[src/rtl/id_ex_stage.sv]
// id_ex_stage: ID/EX pipeline register with EX-side operand selection,
// operand forwarding and load-use / RAW hazard detection.
//
// Compile-time option: ID_EX_FORWARDING_EN
//   defined   : MEM/WB forwarding muxes; hazard_stall only on load-use.
//   undefined : no forwarding; hazard_stall on any RAW dependency on the
//               EX or MEM producer, held until the producer leaves MEM.
//
// Ports
//   clk, rst_n                 clock, async active-low reset
//   id_*                       decoded instruction from ID; id_ready back to ID
//   ex_stall, ex_flush         downstream hold / branch kill
//   mem_*, wb_*                producer info from EX/MEM and MEM/WB
//   hazard_stall               stall request back to IF/ID
//   ex_*                       registered instruction and ALU operands to EX
module id_ex_stage #(
  parameter int XLEN       = 32,
  parameter int REG_ADDR_W = 5
) (
  input  logic                  clk,
  input  logic                  rst_n,
  input  logic                  id_valid,
  output logic                  id_ready,
  input  logic [3:0]            id_aluOP,
  input  logic [XLEN-1:0]       id_rs1_data,
  input  logic [XLEN-1:0]       id_rs2_data,
  input  logic [XLEN-1:0]       id_imm,
  input  logic [XLEN-1:0]       id_pc,
  input  logic [REG_ADDR_W-1:0] id_rs1_addr,
  input  logic [REG_ADDR_W-1:0] id_rs2_addr,
  input  logic                  id_rs1_used,
  input  logic                  id_rs2_used,
  input  logic [REG_ADDR_W-1:0] id_rd_addr,
  input  logic [3:0]            id_ctrl,
  input  logic                  ex_stall,
  input  logic                  ex_flush,
  input  logic [REG_ADDR_W-1:0] mem_rd_addr,
  input  logic                  mem_reg_write,
  input  logic [XLEN-1:0]       mem_result,
  input  logic [REG_ADDR_W-1:0] wb_rd_addr,
  input  logic                  wb_reg_write,
  input  logic [XLEN-1:0]       wb_result,
  output logic                  hazard_stall,
  output logic                  ex_valid,
  output logic [3:0]            ex_aluOP,
  output logic [XLEN-1:0]       ex_operand1,
  output logic [XLEN-1:0]       ex_operand2,
  output logic [XLEN-1:0]       ex_store_data,
  output logic [REG_ADDR_W-1:0] ex_rd_addr,
  output logic                  ex_mem_read,
  output logic                  ex_reg_write
);

  // ctrl bit positions: {use_pc, use_imm, mem_read, reg_write}
  localparam int C_USE_PC    = 3;
  localparam int C_USE_IMM   = 2;
  localparam int C_MEM_READ  = 1;
  localparam int C_REG_WRITE = 0;

  logic                  valid_q,    valid_d;
  logic [3:0]            aluop_q,    aluop_d;
  logic [XLEN-1:0]       rs1_data_q, rs1_data_d;
  logic [XLEN-1:0]       rs2_data_q, rs2_data_d;
  logic [XLEN-1:0]       imm_q,      imm_d;
  logic [XLEN-1:0]       pc_q,       pc_d;
  logic [REG_ADDR_W-1:0] rs1_addr_q, rs1_addr_d;
  logic [REG_ADDR_W-1:0] rs2_addr_q, rs2_addr_d;
  logic [REG_ADDR_W-1:0] rd_addr_q,  rd_addr_d;
  logic [3:0]            ctrl_q,     ctrl_d;

  logic                  hazard_raw;
  logic [XLEN-1:0]       fwd_rs1;
  logic [XLEN-1:0]       fwd_rs2;

`ifdef ID_EX_FORWARDING_EN
  logic ld_rs1_hit;
  logic ld_rs2_hit;

  // Only a load in EX needs a bubble; anything else is covered by forwarding.
  always_comb begin
    ld_rs1_hit = id_rs1_used && (id_rs1_addr == rd_addr_q);
    ld_rs2_hit = id_rs2_used && (id_rs2_addr == rd_addr_q);
    hazard_raw = id_valid && valid_q && ctrl_q[C_MEM_READ] &&
                 (rd_addr_q != '0) && (ld_rs1_hit || ld_rs2_hit);
  end

  // MEM is the younger producer, so it wins over WB; x0 is never forwarded.
  always_comb begin
    fwd_rs1 = rs1_data_q;
    if ((rs1_addr_q != '0) && mem_reg_write && (mem_rd_addr == rs1_addr_q)) begin
      fwd_rs1 = mem_result;
    end else if ((rs1_addr_q != '0) && wb_reg_write && (wb_rd_addr == rs1_addr_q)) begin
      fwd_rs1 = wb_result;
    end
  end

  always_comb begin
    fwd_rs2 = rs2_data_q;
    if ((rs2_addr_q != '0) && mem_reg_write && (mem_rd_addr == rs2_addr_q)) begin
      fwd_rs2 = mem_result;
    end else if ((rs2_addr_q != '0) && wb_reg_write && (wb_rd_addr == rs2_addr_q)) begin
      fwd_rs2 = wb_result;
    end
  end
`else
  logic ex_prod;
  logic mem_prod;
  logic rs1_dep;
  logic rs2_dep;
  logic unused_fwd;

  // Without forwarding, ID waits until the producer has left MEM; the
  // write-through regfile then supplies the value directly.
  always_comb begin
    ex_prod    = valid_q && ctrl_q[C_REG_WRITE] && (rd_addr_q != '0);
    mem_prod   = mem_reg_write && (mem_rd_addr != '0);
    rs1_dep    = id_rs1_used &&
                 ((ex_prod && (id_rs1_addr == rd_addr_q)) ||
                  (mem_prod && (id_rs1_addr == mem_rd_addr)));
    rs2_dep    = id_rs2_used &&
                 ((ex_prod && (id_rs2_addr == rd_addr_q)) ||
                  (mem_prod && (id_rs2_addr == mem_rd_addr)));
    hazard_raw = id_valid && (rs1_dep || rs2_dep);
  end

  assign fwd_rs1    = rs1_data_q;
  assign fwd_rs2    = rs2_data_q;
  assign unused_fwd = ^{mem_result, wb_result, wb_rd_addr, wb_reg_write,
                        rs1_addr_q, rs2_addr_q};
`endif

  // A flushed ID instruction is squashed upstream, so it must not stall.
  assign hazard_stall = hazard_raw && !ex_flush;
  assign id_ready     = !ex_stall && !hazard_stall;

  // Priority: flush > stall > hazard bubble > load.
  always_comb begin
    valid_d    = valid_q;
    aluop_d    = aluop_q;
    rs1_data_d = rs1_data_q;
    rs2_data_d = rs2_data_q;
    imm_d      = imm_q;
    pc_d       = pc_q;
    rs1_addr_d = rs1_addr_q;
    rs2_addr_d = rs2_addr_q;
    rd_addr_d  = rd_addr_q;
    ctrl_d     = ctrl_q;
    if (ex_flush) begin
      valid_d = 1'b0;
      ctrl_d  = '0;
    end else if (ex_stall) begin
      // hold everything
    end else if (hazard_stall) begin
      valid_d = 1'b0;
      ctrl_d  = '0;
    end else begin
      valid_d    = id_valid;
      aluop_d    = id_aluOP;
      rs1_data_d = id_rs1_data;
      rs2_data_d = id_rs2_data;
      imm_d      = id_imm;
      pc_d       = id_pc;
      rs1_addr_d = id_rs1_addr;
      rs2_addr_d = id_rs2_addr;
      rd_addr_d  = id_rd_addr;
      ctrl_d     = id_valid ? id_ctrl : 4'b0000;
    end
  end

  always_ff @(posedge clk or negedge rst_n) begin
    if (!rst_n) begin
      valid_q    <= 1'b0;
      aluop_q    <= '0;
      rs1_data_q <= '0;
      rs2_data_q <= '0;
      imm_q      <= '0;
      pc_q       <= '0;
      rs1_addr_q <= '0;
      rs2_addr_q <= '0;
      rd_addr_q  <= '0;
      ctrl_q     <= '0;
    end else begin
      valid_q    <= valid_d;
      aluop_q    <= aluop_d;
      rs1_data_q <= rs1_data_d;
      rs2_data_q <= rs2_data_d;
      imm_q      <= imm_d;
      pc_q       <= pc_d;
      rs1_addr_q <= rs1_addr_d;
      rs2_addr_q <= rs2_addr_d;
      rd_addr_q  <= rd_addr_d;
      ctrl_q     <= ctrl_d;
    end
  end

  assign ex_valid      = valid_q;
  assign ex_aluOP      = aluop_q;
  assign ex_operand1   = ctrl_q[C_USE_PC]  ? pc_q  : fwd_rs1;
  assign ex_operand2   = ctrl_q[C_USE_IMM] ? imm_q : fwd_rs2;
  assign ex_store_data = fwd_rs2;
  assign ex_rd_addr    = rd_addr_q;
  assign ex_mem_read   = ctrl_q[C_MEM_READ];
  assign ex_reg_write  = ctrl_q[C_REG_WRITE] && valid_q;

endmodule

[config.mk]
export PLATFORM = sky130hd
export DESIGN_NAME = id_ex_stage
export DESIGN_NICKNAME = d
export VERILOG_FILES = /design/src/rtl/id_ex_stage.sv
export SDC_FILE = /design/constraint.sdc
export NUM_CORES = 1
export LEC_CHECK = 0
export CORE_MARGIN = 5
export CORE_UTILIZATION = 38
export CTS_BUF_LIST = sky130_fd_sc_hd__clkbuf_2 sky130_fd_sc_hd__clkbuf_4 sky130_fd_sc_hd__clkbuf_8
export DETAILED_ROUTE_END_ITERATION = 10
export MAX_ROUTING_LAYER = met4
export PLACE_DENSITY = 0.81
export REMOVE_ABC_BUFFERS = 1
export SLEW_MARGIN = 20
export SYNTH_ARGS = -nofsm -noshare
export SYNTH_HDL_FRONTEND = slang
export SYNTH_SLANG_ARGS = --single-unit
[constraint.sdc]
create_clock -name clk -period 2.9 [get_ports clk]
set_clock_uncertainty 0.2 [all_clocks]
set_input_delay 0.87 -clock clk [delete_from_list [all_inputs] [get_ports clk]]
set_output_delay 0.87 -clock clk [all_outputs]
set_load 0.02 [all_outputs]
; ---- Word-level counts from Yosys, hierarchy flattened
; Cells that the tools add are included.
[word_totals]
memories = 0
reg_bits = 142
rom_bits = 0
mem_bits_rw = 0
latchBits = 0
elab_cells = 46
[op_classes]
eq_ne = 5
add_sub_neg = 0
div = 0
n_reduce_logical = 21
order_cmp = 0
multipliers = 0
shifts = 0
muxes = 9
n_bitwise = 3
[ops]
columns = op, n
row1 = 32-bit 2-to-1 mux, 2
row2 = 5-bit == test, 4
row3 = 4-bit 2-to-1 mux, 4
row4 = 1-bit logical AND, 12
row5 = 5-bit nonzero test, 2
row6 = 1-bit logical NOT, 3
row7 = 1-bit logical OR, 3
row8 = 1-bit 2-to-1 mux, 3
row9 = 1-bit inverter, 3
row10 = 3-bit AND reduction, 1
row11 = 2-bit by 1-bit inequality test with 1-bit output (second input constant), 1

; ---- Longest topological paths before layout
; Gate-level depths: netlist (run 1).
[depth]
ltp_word = 11
ltp_mapped = 8
depth_no_buf = 6

; ---- Worst setup path before layout (run 1)
; OpenSTA, ideal clock, no wires.
[synth_timing]
path_type = input-to-output
from = input mem_rd_addr[1]
to = output id_ready
n_path_buf = 0
setup_slack_ps = -436
required_time_ps = 1830
stages = 6
arrival_time_ps = 2266
path_cell_list = or4_1 > o21ai_1 > or4_1 > a21o_4 > o21ai_0 > a21oi_1
[synth_between]
elab_chain_cells = 10
elab_cells_between_ends = 15
[synth_rtl]
columns = item, line_no
row1 = "start, declared", 37  ; input logic [REG_ADDR_W-1:0] mem_rd_addr,
row2 = 5-bit nonzero test, 116  ; mem_prod = mem_reg_write && (mem_rd_addr != '0);
row3 = 1-bit logical AND, 116
row4 = "1-bit logical AND, on equally long branches", "119, 122"
row5 = "1-bit logical OR, on equally long branches", "118, 121"
row6 = "1-bit logical AND, on equally long branches", "117, 120"
row7 = 1-bit logical OR (*), 123  ; hazard_raw = id_valid && (rs1_dep || rs2_dep);
row8 = 1-bit logical AND (*), 123
row9 = 1-bit logical AND (*), 133  ; assign hazard_stall = hazard_raw && !ex_flush;
row10 = 1-bit logical NOT (*), 134  ; assign id_ready = !ex_stall && !hazard_stall;
row11 = 1-bit logical AND (*), 134
row12 = "end, declared", 23  ; output logic id_ready,
; Mark *: on every way between the ends. The rest lies on a longest branch, timed or not.

; ---- Worst setup path in the final report (run 1)
[layout_timing]
from = input id_rs1_addr[2]
to = output hazard_stall
[layout_between]
elab_chain_cells = 7
elab_cells_between_ends = 9
[layout_rtl]
columns = item, line_no
row1 = "start, declared", 29  ; input logic [REG_ADDR_W-1:0] id_rs1_addr,
row2 = "5-bit == test, on equally long branches", "118, 119"
row3 = "1-bit logical AND, on equally long branches", "118, 119"
row4 = 1-bit logical OR (*), 118  ; ((ex_prod && (id_rs1_addr == rd_addr_q)) ||
row5 = 1-bit logical AND (*), 117  ; rs1_dep = id_rs1_used &&
row6 = 1-bit logical OR (*), 123
row7 = 1-bit logical AND (*), 123
row8 = 1-bit logical AND (*), 133
row9 = "end, declared", 43  ; output logic hazard_stall,
; Marks and branches as above.

==> qor.yml, run 1 <==
status: "finished with violations"
failed_checks: "negative setup slack"
fin_tns_setup_ns: -1.02
synth_area_per_cell_um2: 16.8
r2r_start: "ex_rd_addr[4]$_DFFE_PN0P_"
synth_top_area_cell: "dfrtp_1"
antennaDiodeCount: 0
r2r-end: "ex_store_data[28]$_DFFE_PN0P_"
p_per_area_nw_per_um2: 562
clkTransAtPathRegs_ns: 0.08
place_inst: 950
hold_violations: 0
syn_to_final_growth_pct: 53.3
crit_slowest_cell: "or4_4"
clk_latency_ns: 0.45
cts.sinks: 142
ctsLongestPathBuffers: 2
die_y_um: 146
dpl_cell_area_um2: 10300
fin_cells: 1000
worst_pin_slew_ns: 0.546
drive_gt1_share_pct: 49.8
grt_use_total_pct: 18.7
fin_area_um2: 10800
crit_chain: "buf_2 -> buf_4 -> xor2_1 -> or4_4 -> a21o_4 -> o21ai_4 -> and2_4 -> buf_6"
setup_viol: 2
cts_tree: "done"
grt_pass1_wl_um: 30600
cp.arrival_ns: 2.34
io_buffers: 273
max_freq_mhz: 293
synth_commonest_cells: "dfrtp_1, mux2_4, mux2_2"
async_reset_ff_share_pct: 100
final_core_util_pct: 59.5
ys_ff_latch: 142
first_global_vias: 5508
drt_iter0_markers: 99
cp-end-kind: "output port"
grt-ovfl-total: 0
rsz0062_at_grt: "yes"
htree_levels: 4
die_width_um: 146
synth_enable_flop_cells: 0
relSlewSlack_pct: 63.6
synth_cell_type_count: 27
leakage_nw: 5.01
first_pass_iters: 4
fp.coreArea_um2: 18100
required_ns: 1.83
synthTopCellsByArea: "dfrtp_1, mux2_4, mux2_2"
hp-class: "in -> async"
fin_crit_ns: 3.41
cp_max_fo: 2
yosysTopAreaCellShare_pct: 50.6
path_delay_family: "simple AND/OR/NAND/NOR gates"
grt_max_degree: 57
cts_root_buf: "clkbuf_8"
fin_crit_sh_pct: 118
synth_top_flop_cell: "dfrtp_1"
ant_nets: 0
fill_cells: 1395
setup_ws_ns: -0.512
via_per_inst: 4.82
postSynthCellCount: 419
wire_per_inst_um: 19.9
place_congestion: 0.890
via_count: 4818
ff2ff_setup_slack_ns: 0.09
die_area_um2: 21300
crit_type: "in -> out"
syn_area_um2: 7020
cap_violations: 0
row_count: 49
yosysSeqAreaShare_pct: 50.6
slowest_delay_ns: 0.50
start_util_pct: 38.8
fin_nets: 993
ioPinCount: 344
drc: 0
ys_warn_count: 0
fin_total_pwr_w: 0.00605
cts_buffers: 17
ir_worst_vdd_v: 0.000334
critPathBufInv: 3
antenna_found_initial: 0
dp_hpwl_um: 13900
routed_wl_um: 19900
yosysMostFrequentCell: "dfrtp_1"
cp-start-kind: "input port"
reg2reg_depth: 9
slew_viol_final: 0
-- layout by cell type (no fill, tap or decap), types with 2 or more instances in the layout --
cell             Yosys  routed
clkdlybuf4s50_1      0     190
dfrtp_1            142     139
mux2_4             130     131
mux2_2              71      70
buf_4                0      52
clkbuf_2             0      31
buf_2                0      21
clkbuf_8             0      18
dlygate4sd2_1        0      14
buf_12              11      12
buf_6                1      11
xor2_1              10       9
xnor2_1             10       7
clkdlybuf4s15_1      0       7
clkinvlp_4           0       5
nand3_1              4       4
a32o_1               4       4
nand2_1              3       3
or4_4                1       3
xnor2_2              0       3
bufinv_16            0       3
clkbuf_16            0       3
dfrtp_2              0       3
inv_1                2       2
and2_1               3       2
o21ai_4              0       2
inv_6                0       2
clkinv_4             0       2
buf_16               0       2
-- cells by family (layout without fill, tap and decap cells) --
kind of cell    after synthesis  after routing  share of synthesized area [%]
buf+inv                      25            377                           4.47
simple gates                 18             18                           1.48
mux                         201            201                           39.2
compound gates               13             13                           1.75
xor+xnor                     20             20                           2.49
flops                       142            142                           50.6
-- worst reg2reg max path, delay by kind of cell, from the launching register on --
| kind | cells | cell delay [ns] |
|---|---|---|
| flops | 1 | 0.42 |
| buf+inv | 3 | 0.53 |
| compound gates | 3 | 0.46 |
| mux | 1 | 0.35 |
| simple gates | 2 | 0.74 |
-- repair_timing --
item / CTS / global route
gates resized for setup: 196 / 86
setup buffers: 1 / 13
endpoints found under the setup margin: 203 / 139
cloned: 2 / 3
pin swaps: 18 / 2
hold buffers: 0 / 0
endpoints found under the hold margin: 0 / 0
-- layer usage --
metal / vias to the layer above / global-route usage, % / share of wire, %
met5: - / - / 0
met4: 0 / 6.70 / 2.5
met3: 37 / 5.45 / 5.9
met2: 202 / 30.4 / 49
met1: 2387 / 22.1 / 42
li1: 2192 / - / -
-- report_power, final --
| part | switching (W) | total [W] | internal [W] |
|---|---|---|---|
| combinational | 0.000789 | 0.00191 | 0.00112 |
| clock | 0.000787 | 0.00167 | 0.000885 |
| sequential | 0.000194 | 0.00247 | 0.00228 |
-- worst max path at each step --
stage / startpoint / endpoint / slack (ns) / depth (start not counted)
5_1_grt: ex_rd_addr[1]$_DFFE_PN0P_ / id_ready / -0.59 / 7
3_5_place_dp: mem_rd_addr[3] / hazard_stall / -1.54 / 8
2_1_floorplan: id_rs2_addr[1] / ex_store_data[28]$_DFFE_PN0P_ / -2.92 / 6
3_3_place_gp: mem_rd_addr[2] / hazard_stall / -1.41 / 8
4_1_cts: mem_rd_addr[4] / id_ready / -0.51 / 8
6_report: id_rs1_addr[2] / hazard_stall / -0.51 / 8
-- sequential cells by signal, summed over array words and instances, names as in the netlist --
| signal | flops |
|---|---|
| ctrl_q | 4 |
| ex_aluOP | 4 |
| ex_rd_addr | 5 |
| ex_store_data | 32 |
| ex_valid | 1 |
| fwd_rs1 | 32 |
| imm_q | 32 |
| pc_q | 32 |
-- area by class of cell --
| type | instances | area (um^2) | area share (%) |
|---|---|---|---|
| multi-input cells | 252 | 3240 | 30.1 |
| well taps | 229 | 287 | 2.66 |
| clock inverters | 12 | 163 | 1.51 |
| repair buffers | 344 | 3250 | 30.2 |
| inverters | 2 | 7.51 | 0.0697 |
| clock buffers | 19 | 255 | 2.37 |
| flip-flops and latches | 142 | 3560 | 33.0 |
-- stage by stage --
stage	hold slack (ns)	setup slack, ns
after detailed placement	0.287	-1.54
after global placement	0.277	-1.41
final	0.195	-0.512
after floorplan	0.258	-2.92
after global routing	0.199	-0.592
after CTS	0.184	-0.507
Power figures use the tool's default switching activity.
==> inputs of run 2 (changes only) <==
Settings changed: CELL_PAD_IN_SITES_DETAIL_PLACEMENT from default to 1, CELL_PAD_IN_SITES_GLOBAL_PLACEMENT from default to 2, CORE_UTILIZATION 38 to 24, CTS_CLUSTER_DIAMETER from default to 60, CTS_CLUSTER_SIZE from default to 25, PLACE_DENSITY 0.81 to 0.79.
==> qor.yml, run 2 (synthesis gave the netlist of run 1 again) <==
grt_use_total_pct: 13.5
antenna_found_initial: 0
worst_pin_slew_ns: 0.451
syn_to_final_growth_pct: 60.6
fin_tns_setup_ns: -1.36
pwr-share-comb_pct: 32.1
ff2ff_setup_slack_ns: 0.06
leakage_nw: 5.19
cp-start-kind: "input port"
die_y_um: 181
required_ns: 1.83
cts_buffers: 17
fin_hold_ws_ns: 0.151
cellInternalPower_w: 0.00429
cts_hold_buf: 0
clkTransAtPathRegs_ns: 0.09
hold_violations: 0
relSlewSlack_pct: 69.9
via_per_inst: 4.11
switching_share_pct: 29.9
first_global_vias: 5538
hp-class: "in -> async"
grt_pass1_wl_um: 33200
cp_max_fo: 2
multi_input_area_um2: 3220
ctsLongestPathBuffers: 2
max_freq_mhz: 288
routed_wl_um: 23000
drt_iter0_markers: 116
status: "finished with violations"
fin_crit_ns: 3.47
cp.arrival_ns: 2.40
cts_root_buf: "clkbuf_8"
switching_power_w: 0.00183
power_frac_clock_pct: 27.7
cts.sinks: 142
fill_cells: 2968
slew_viol_final: 0
failed_checks: "negative setup slack"
grt_max_degree: 62
drive_gt1_share_pct: 50.4
ir_worst_vdd_v: 0.000305
seq_power_share_pct: 40.3
r2r-end: "pc_q[0]$_DFFE_PN0P_"
die_area_um2: 32800
start_util_pct: 24.4
antennaDiodeCount: 0
p_per_area_nw_per_um2: 543
drc: 0
rsz0062_at_grt: "yes"
final_common_cell: "clkdlybuf4s50_1"
final_cell_mix: "clkdlybuf4s50_1, dfrtp_1, mux2_4, mux2_2, buf_2"
die_width_um: 181
cap_violations: 0
dp_hpwl_um: 15600
wire_per_inst_um: 19.9
clk_latency_ns: 0.44
seqCellArea_um2: 3560
r2r_start: "ex_rd_addr[1]$_DFFE_PN0P_"
fin_crit_sh_pct: 120
fp.coreArea_um2: 28800
ioPinCount: 344
cts_tree: "done"
crit_type: "in -> out"
first_pass_iters: 4
grt-ovfl-total: 0
row_count: 62
place_congestion: 0.712
fin_nets: 997
setup_viol: 11
io_buffers: 273
htree_levels: 4
ant_nets: 0
setup_ws_ns: -0.573
reg2reg_depth: 10
via_count: 4763
cp-end-kind: "output port"
run 2: changes by cell type in the layout (fill, tap and decap cells not counted), moves of 3 or more:
| cell | before | now |
|---|---|---|
| clkbuf_2 | 31 | 17 |
| buf_16 | 2 | 7 |
| buf_6 | 11 | 22 |
| buf_4 | 52 | 27 |
| clkinvlp_4 | 5 | 1 |
| dlygate4sd2_1 | 14 | 10 |
| clkdlybuf4s15_1 | 7 | 4 |
| buf_2 | 21 | 40 |
| clkbuf_16 | 3 | 11 |
| buf_12 | 12 | 15 |
| clkinv_2 | 0 | 3 |
run 2: cell type report:
type / count / area share, %
tap: 384 / 4.26
clock buffer: 17 / 2.08
inverter: 2 / 0.0666
timing repair buffer: 348 / 32.1
clock inverter: 13 / 1.47
multi-input combinational: 252 / 28.5
sequential: 142 / 31.5
run 2: layer usage:
| metal | up-vias | routed length, um | GRT usage [%] |
|---|---|---|---|
| li1 | 2200 | - | - |
| met1 | 2410 | 9900 | 15.9 |
| met2 | 143 | 11800 | 23.0 |
| met3 | 10 | 1170 | 4.10 |
| met4 | 0 | 172 | 2.40 |
| met5 | - | 0 | - |
run 2: worst max-delay path by stage:
stage / from / to / slack (ns)
detailed placement: mem_rd_addr[2] / id_ready / -1.49
global placement: mem_rd_addr[2] / id_ready / -1.47
global route: mem_rd_addr[1] / hazard_stall / -0.62
CTS: ex_rd_addr[1]$_DFFE_PN0P_ / hazard_stall / -0.59
finish: mem_rd_addr[1] / hazard_stall / -0.57
floorplan: id_rs2_addr[1] / ex_store_data[28]$_DFFE_PN0P_ / -2.92
run 2: power groups by stage:
stage | clock, W | combinational [W] | sequential (W)
6_report | 0.00169 | 0.00196 | 0.00246
3_3_place_gp | 0 | 0.00200 | 0.00248
2_1_floorplan | 0 | 0.000957 | 0.00257
4_1_cts | 0.00177 | 0.00199 | 0.00246
3_5_place_dp | 0 | 0.00201 | 0.00249
5_1_grt | 0.00185 | 0.00207 | 0.00250
run 2: timing repair:
| action | CTS | global route |
|---|---|---|
| buffers inserted | 9 | 1 |
| setup endpoints to repair | 203 | 138 |
| resized for setup | 257 | 68 |
| pin swaps | 19 | 10 |
| cloned | 6 | 11 |
run 2: critical path, cell delays in order:
cell and delay, ns:
buf_6 0.10, buf_6 0.11, xor2_1 0.13, or4_4 0.54
a21o_4 0.24, o21ai_4 0.07, buf_6 0.11, and2_4 0.12
buf_6 0.11
run 2: through the flow:
stage	util [%]	setup slack, ns	cells	power (W)	cell area, um^2
floorplan	-	-2.92	396	0.00352	6710
global placement	36.4	-1.47	1102	0.00448	10500
detailed placement	36.4	-1.49	1102	0.00451	10500
CTS	38.7	-0.585	1146	0.00622	11100
global route	39.2	-0.625	1158	0.00643	11300
finish	39.2	-0.573	1158	0.00612	11300
==> inputs of run 3 (changes only) <==
Settings changed: ABC_CLOCK_PERIOD_IN_PS from default to 2900.
==> results of run 3 <==
Final layout, timing and power as in run 2 (identical DEF).
